$ cat config.mk
export PLATFORM = sky130hd
export DESIGN_NAME = itcm_loader
export DESIGN_NICKNAME = d
export VERILOG_FILES = /design/src/rtl/itcm_loader_pkg.sv /design/src/rtl/itcm_loader.sv
export SDC_FILE = /design/constraint.sdc
export NUM_CORES = 1
export LEC_CHECK = 0
export CORE_ASPECT_RATIO = 1.25
export CORE_MARGIN = 5
export CORE_UTILIZATION = 50
export DETAILED_ROUTE_END_ITERATION = 10
export HOLD_SLACK_MARGIN = 0.06
export PLACE_DENSITY = 0.73
export SETUP_SLACK_MARGIN = 0.05
export SKIP_CTS_REPAIR_TIMING = 1
export SLEW_MARGIN = 20
export SYNTH_ARGS = -nofsm -noshare
export SYNTH_HDL_FRONTEND = slang
export SYNTH_SLANG_ARGS = --single-unit
export TNS_END_PERCENT = 50
$ cat constraint.sdc
create_clock -name clk -period 5.3 [get_ports clk]
set_input_delay 1.59 -clock clk [delete_from_list [all_inputs] [get_ports clk]]
set_output_delay 1.59 -clock clk [all_outputs]
set_load 0.02 [all_outputs]
$ cat src/rtl/itcm_loader_pkg.sv
// rtl/itcm_loader_pkg.sv - shared types and constants for the ITCM boot loader
package itcm_loader_pkg;

  typedef enum logic [2:0] {
    S_IDLE,
    S_LEN0,
    S_LEN1,
    S_DATA,
    S_CSUM,
    S_DONE,
    S_ERROR
  } state_t;

  localparam logic [7:0]  MAGIC_DEFAULT  = 8'hA5;
  localparam int unsigned ADDR_W_DEFAULT = 12;

  // Number of 32-bit words addressable by an ITCM of the given byte-address width
  function automatic int unsigned max_words(input int unsigned addr_w);
    return 32'd1 << (addr_w - 32'd2);
  endfunction

  localparam int unsigned MAX_WORDS = max_words(ADDR_W_DEFAULT);

endpackage

$ cat src/rtl/itcm_loader.sv
// rtl/itcm_loader.sv - byte-stream frame loader that fills the ITCM and releases the core
module itcm_loader
  import itcm_loader_pkg::*;
#(
  parameter int         ADDR_W = 12,
  parameter logic [7:0] MAGIC  = MAGIC_DEFAULT
) (
  input  logic              clk,
  input  logic              rst,
  input  logic [7:0]        rx_data,
  input  logic              rx_valid,
  output logic              rx_ready,
  output logic              itcm_we,
  output logic [ADDR_W-1:0] itcm_addr,
  output logic [31:0]       itcm_wdata,
  output logic              core_rst,
  output logic              done,
  output logic              error
);

  localparam int         WORD_W  = ADDR_W - 2;
  localparam logic [16:0] MAX_LEN = 17'(max_words(ADDR_W));

  state_t            state, state_next;
  logic [15:0]       len;
  logic [7:0]        csum;
  logic [1:0]        byte_cnt;
  logic [WORD_W-1:0] word_idx;
  logic [23:0]       word_buf;

  logic        accept;
  logic        is_magic;
  logic [15:0] len_full;
  logic        last_word;

  assign accept    = rx_valid & rx_ready;
  assign is_magic  = (rx_data == MAGIC);
  assign len_full  = {rx_data, len[7:0]};
  assign last_word = ((16'(word_idx) + 16'd1) == len);

  always_ff @(posedge clk or posedge rst) begin
    if (rst) state <= S_IDLE;
    else     state <= state_next;
  end

  always_comb begin
    state_next = state;
    core_rst   = 1'b1;
    done       = 1'b0;
    error      = 1'b0;
    case (state)
      S_IDLE, S_DONE, S_ERROR: if (accept && is_magic) state_next = S_LEN0;
      S_LEN0: if (accept) state_next = S_LEN1;
      S_LEN1: begin
        if (accept) begin
          if (len_full == 16'd0)               state_next = S_CSUM;
          else if ({1'b0, len_full} > MAX_LEN) state_next = S_ERROR;
          else                                 state_next = S_DATA;
        end
      end
      S_DATA: if (accept && byte_cnt == 2'd3 && last_word) state_next = S_CSUM;
      S_CSUM: if (accept) state_next = (rx_data == csum) ? S_DONE : S_ERROR;
      default: state_next = S_IDLE;
    endcase
    if (state == S_DONE) begin
      core_rst = 1'b0;
      done     = 1'b1;
    end
    if (state == S_ERROR) error = 1'b1;
  end

  // Datapath: rx_ready goes high one edge after reset release and stays there
  always_ff @(posedge clk or posedge rst) begin
    if (rst) begin
      rx_ready   <= 1'b0;
      itcm_we    <= 1'b0;
      itcm_addr  <= '0;
      itcm_wdata <= '0;
      len        <= '0;
      csum       <= '0;
      byte_cnt   <= '0;
      word_idx   <= '0;
      word_buf   <= '0;
    end else begin
      rx_ready <= 1'b1;
      itcm_we  <= 1'b0;
      if (accept) begin
        case (state)
          S_IDLE, S_DONE, S_ERROR: begin
            if (is_magic) begin
              csum     <= '0;
              byte_cnt <= '0;
              word_idx <= '0;
            end
          end
          S_LEN0: begin
            len[7:0] <= rx_data;
            csum     <= csum ^ rx_data;
          end
          S_LEN1: begin
            len[15:8] <= rx_data;
            csum      <= csum ^ rx_data;
          end
          S_DATA: begin
            csum     <= csum ^ rx_data;
            byte_cnt <= byte_cnt + 2'd1;
            case (byte_cnt)
              2'd0: word_buf[7:0]   <= rx_data;
              2'd1: word_buf[15:8]  <= rx_data;
              2'd2: word_buf[23:16] <= rx_data;
              default: begin
                itcm_we    <= 1'b1;
                itcm_addr  <= {word_idx, 2'b00};
                itcm_wdata <= {rx_data, word_buf};
                word_idx   <= word_idx + 1'b1;
              end
            endcase
          end
          default: ;
        endcase
      end
    end
  end

endmodule
# --- Word level (Yosys, flattened, before mapping) ---
# Index checks and enable logic that the tools add are counted.
word_totals:
  in_bits: 11
  word_cells: 82
  ff_bits: 107
op_classes:
  n_eq_ne: 19
  reduce_logical: 21
  n_addsub: 3
  bitwise_logic: 3
  mux: 22
  magnitude_cmp: 1
ops:
  columns: ["operator", "n"]
  rows:
  - ["3-bit 2-to-1 mux", 7]
  - ["10-bit 2-to-1 mux", 2]
  - ["10-bit case mux with 2 select lines", 1]
  - ["3-bit AND reduction", 6]
  - ["11-bit by 16-bit == test with 1-bit output", 1]
  - ["16-bit by 11-bit > comparator with 1-bit output, second input constant", 1]
  - ["16-bit logical NOT", 1]
  - ["8-bit case mux with 2 select lines", 1]
  - ["3-bit case mux with 5 select lines", 1]
  - ["2-bit inequality test, second input constant", 7]
  - ["10-bit by 1-bit adder with 11-bit output, second input constant", 1]
  - ["10-bit by 1-bit adder with 10-bit output, second input constant", 1]
  - ["3-bit == test, second input constant", 3]
  - ["3-bit OR reduction", 3]
  - ["8-bit == test", 1]
  - ["8-bit == test, second input constant", 1]
  - ["8-bit 2-to-1 mux", 1]
  - ["8-bit XOR", 1]
  - ["3-bit by 2-bit == test with 1-bit output, second input constant", 2]
  - ["1-bit 2-to-1 mux", 6]
  - ["5-bit AND reduction", 1]
  - ["2-bit == test, second input constant", 2]
  - ["2-bit 2-to-1 mux", 2]
  - ["2-bit case mux with 2 select lines", 1]
  - ["other kinds (11)", 15]

# --- Logic depth before layout (Yosys ltp) ---
depth:
  word_depth: 5
  depth_mapped: 9
  ltp_nobuf: 7

# --- Worst setup path before layout ---
# Ideal clock, no wire load.
synth_timing:
  kind: "input to register"
  from: "input rx_valid"
  to: "register state[1]"
  cell_stages: 6
  setup_ps: 124
  required_time_ps: 5176
  slack_ps: 2101
  arrival_ps: 3075
  path_cell_list: "nand2_1 -> nor4bb_1 -> o2111ai_1 -> a2111o_1 -> or3_4 -> o31a_1"
synth_via:
  elab_chain_len: 5
  word_cells_on_any_way: 10
  cone_classes: "5 x eq/ne; 1 x bitwise; 4 x reduce/logical"
synth_lines:
  columns: ["item", "line", "source"]
  rows:
  - ["from (decl)", "itcm_loader.sv:11", "input logic rx_valid,"]
  - ["1-bit AND (*)", "itcm_loader.sv:36", "assign accept = rx_valid & rx_ready;"]
  - ["1-bit logical AND (2 in series)", "itcm_loader.sv:61", "S_DATA: if (accept && byte_cnt == 2'd3 && last_word) state_next = S_CSUM;"]
  - ["2-bit inequality test (no line)", null, null]
  - ["5-bit AND reduction (no line) (*)", null, null]
  - ["to (signal assigned)", "itcm_loader.sv:43", "else state <= state_next;"]
  - ["to (decl)", "itcm_loader.sv:24", "state_t state, state_next;"]
# Mark *: on every way between the ends. The rest lies on a longest branch, timed or not.
# A chain may end at the register's enable or synchronous reset.

# --- Worst setup path after layout ---
layout_timing:
  from: "input rx_data[4]"
  to: "register word_idx[7]"
layout_via:
  elab_chain_len: 3
layout_lines:
  columns: ["item", "line", "source"]
  rows:
  - ["from (decl)", "itcm_loader.sv:10", "input logic [7:0] rx_data,"]
  - ["8-bit == test", "itcm_loader.sv:37", "assign is_magic = (rx_data == MAGIC);"]
  - ["2-bit inequality test (no line)", null, null]
  - ["4-bit AND reduction (no line)", null, null]
  - ["to (signal assigned)", "itcm_loader.sv:115", "word_idx <= word_idx + 1'b1;"]
  - ["to (decl)", "itcm_loader.sv:28", "logic [WORD_W-1:0] word_idx;"]
# Every way passes these cells.

==> flow_summary.toml <==
[power]
peakVddDrop_mv = 0.284
cellLeakagePower_nw = 2.81
power.density_mw_per_mm2 = 456
power.switching_w = 0.000897
p_sw_frac = 0.331
internal_power_w = 0.00182
clock_power_share = 0.257
pwr-share-comb = 0.291
seqPwrFrac = 0.452

[sta]
slew_headroom = 0.531
worst_slew_pin_slew_ns = 0.699
fin_crit_ns = 3.82
slew_violations = 0
hold_viol_final = 0
final-setup-viol-count = 0
setup_tns_ns = 0
clock_skew_ns = 0.00704
timing.final.ws_setup_ns = 1.48
rsz0062_at_grt = "false"
fmax_mhz = 262
fin_crit_sh = 0.720

[final_layout]
n_antenna_cell = 0
final_layout_size_suffix_gt1_frac = 0.125
syn_to_final_growth_pct = 19.9
fill_cells = 822
nets = 572

[min_path]
whs_path_depth = 2
min_path_type = "reg -> reg"
holdPathEnd = "itcm_wdata[22]"
worstHoldStart = "word_buf[22]"

[setup_path]
setup.worst_path.start = "rx_data[4]"
worstSetupStartpointType = "primary input"
crit_required_ns = 5.50
reg2reg_slack_ns = 2.62
worst-setup-path-type = "in -> reg"
end_kind = "register"
path_buf_inv = 2
regToRegStartpoint = "word_idx[0]"
path_delay_family = "compound AO/OA/AOI/OAI gates"
arrival_ns = 4.02
cp_slowest_cell = "a21oi_1"
r2r_end = "state[1]"
cp_slowest_stage_delay_ns = 0.48
worst-path-max-fanout = 10
path_cells = "clkdlybuf4s50_1, buf_4, nor3_1, nand3_1, a21oi_1, o21ai_1, o21ai_0, o31ai_1"
reg2regPathDepth = 7

[floorplanning]
ioPinCount = 60
core_mm2 = 0.00966
rows = 40
die_height_um = 121
initial_core_util = 0.514
die_w_um = 99.1
dieArea_mm2 = 0.0120

[synth]
syn-instance-count = 509
syn_avg_cell_area_um2 = 9.75
synth_edf_count = 0
synth_flop_cell = "dfrtp_1"
synth_sequential_area_ratio = 0.540
synth_warnings = 0
synth_area_mm2 = 0.00496
async_reset_ff_frac = 1.00
synth_seq_cells = 107
ys_types = 52

[outcome]
status = "complete, no violations"

[detailed_routing]
ant_nets = 0
routed_wl_mm = 11.2
drc = 0
dr.first_iter.drc_count = 219
num_vias = 3740
wl_per_cell_um = 16.3
vias_per_cell = 5.45
first_pass_iters = 4

[global_routing]
antenna_found_initial = 0
grt_overflow_total = 0
track_usage = 0.197
grt_max_degree = 53
grt_pass1_vias = 3670
grt_pass1_wl_mm = 18.9

[cts]
cts_tree = "built"
cts_made_buffers = 9
cts_buffer_depth = 2
root_buffer = "clkbuf_16"
cts_max_level = 3
cts.sinks = 107
cts.clk_slew.worst_paths_ns = 0.07
clkLatencyLatePin_ns = 0.34

[placed_design]
place_ws_ns = 1.13
place_hpwl_mm = 7.80
numPortBuffers = 57
globalplace.congestion = 0.890

[job]
drv_cap = 0
through the flow:
step	hold slack [ns]	utilization	total power [W]	std cells	cell area, um2
after global placement	0.446	0.583	0.00199	670	5630
after global routing	0.486	0.616	0.00288	686	5950
after floorplan	0.433	-	0.00175	510	4960
final	0.475	0.616	0.00271	686	5950
after detailed placement	0.456	0.583	0.00203	670	5630
after CTS	0.477	0.616	0.00273	686	5950
tightest hold or removal path: cells and delay by family, from the launching register on:
kind             cells  cell delay [ns]
AND/OR/NAND/NOR      2             0.10
flip-flops           1             0.35
cells in the mapped netlist, types with 2 or more instances:
cell type | n | area (um2)
and3_1 | 4 | 25.0
o21ai_1 | 3 | 15.0
dfrtp_1 | 107 | 2680
a21oi_1 | 6 | 30.0
buf_4 | 2 | 15.0
nand3_1 | 7 | 35.0
a31oi_1 | 3 | 18.8
buf_2 | 8 | 40.0
nand2b_1 | 11 | 68.8
o21ai_0 | 39 | 195
nor4_1 | 4 | 25.0
xor2_1 | 5 | 43.8
nand3b_1 | 2 | 15.0
nand4_1 | 6 | 37.5
mux2_2 | 35 | 394
nor3_1 | 2 | 10.0
and2_1 | 2 | 12.5
nor2b_1 | 3 | 18.8
or3_1 | 3 | 18.8
o211ai_1 | 2 | 15.0
inv_1 | 7 | 26.3
clkbuf_1 | 19 | 71.3
o32a_1 | 2 | 20.0
ha_1 | 6 | 75.1
nor3_2 | 2 | 20.0
a22o_1 | 2 | 17.5
nand2_1 | 148 | 556
xnor2_1 | 16 | 140
o31a_1 | 2 | 17.5
o31ai_1 | 4 | 30.0
nor2_1 | 24 | 90.1
conb_1 | 2 | 7.51
buf_1 | 2 | 7.51
cells by family after synthesis:
kind of cell,count (synthesis),share of synthesized area
and+or+nand+nor,226,0.204
DFF,107,0.540
AOI/OAI and AO/OA,72,0.0885
buffers and inverters,39,0.0330
muxes,36,0.0815
xor gates and xnor gates,21,0.0371
adders and majority gates,6,0.0151
other,2,0.00151
per-layer routing:
metal	part of all wire	GRT usage
met1	0.43	0.261
met2	0.50	0.324
met3	0.040	0.0236
met4	0.031	0.0897
met5	0	0
cells in the final DEF, fill, tap and decap left out, types with 4 or more instances in the layout:
cell type	instances
o31ai_1	4
dfrtp_1	107
clkbuf_16	9
nor2_1	24
a21oi_1	6
nand3_1	7
xor2_1	5
nor4_1	4
ha_1	6
and3_1	4
inv_1	6
buf_4	8
nand2_1	148
nand2b_1	11
mux2_2	35
nand4_1	6
clkdlybuf4s50_1	57
o21ai_0	39
xnor2_1	16
worst max-delay path by stage:
stage	to	slack, ns	cells after the start
6_report	word_idx[7]	1.48	8
2_1_floorplan	byte_cnt[0]	0.89	1
3_3_place_gp	word_idx[3]	1.19	8
5_1_grt	word_idx[3]	1.25	8
4_1_cts	word_idx[7]	1.47	8
3_5_place_dp	word_idx[4]	1.13	8
power groups by stage:
stage               logic, W  registers [W]  clock network, W
floorplan           0.000523        0.00123                 0
global placement    0.000766        0.00122                 0
detailed placement  0.000790        0.00124                 0
CTS                 0.000798        0.00122          0.000708
global route        0.000876        0.00126          0.000747
finish              0.000791        0.00123          0.000697
state kept, by name (all words and copies together) (netlist names), 2 cells and up:
| register | cells |
|---|---|
| itcm_addr | 10 |
| word_buf | 24 |
| csum | 8 |
| state | 3 |
| word_idx | 10 |
| byte_cnt | 2 |
| len | 16 |
| itcm_wdata | 32 |
area by class of cell:
class	count	area, um2	area share
flip-flops and latches	107	2680	0.450
multi-input cells	364	2130	0.359
repair buffers	65	631	0.106
clock buffers	11	253	0.0425
well taps	126	158	0.0265
clock inverters	5	63.8	0.0107
inverters	8	32.5	0.00547
(Power assumes the default switching activity.)
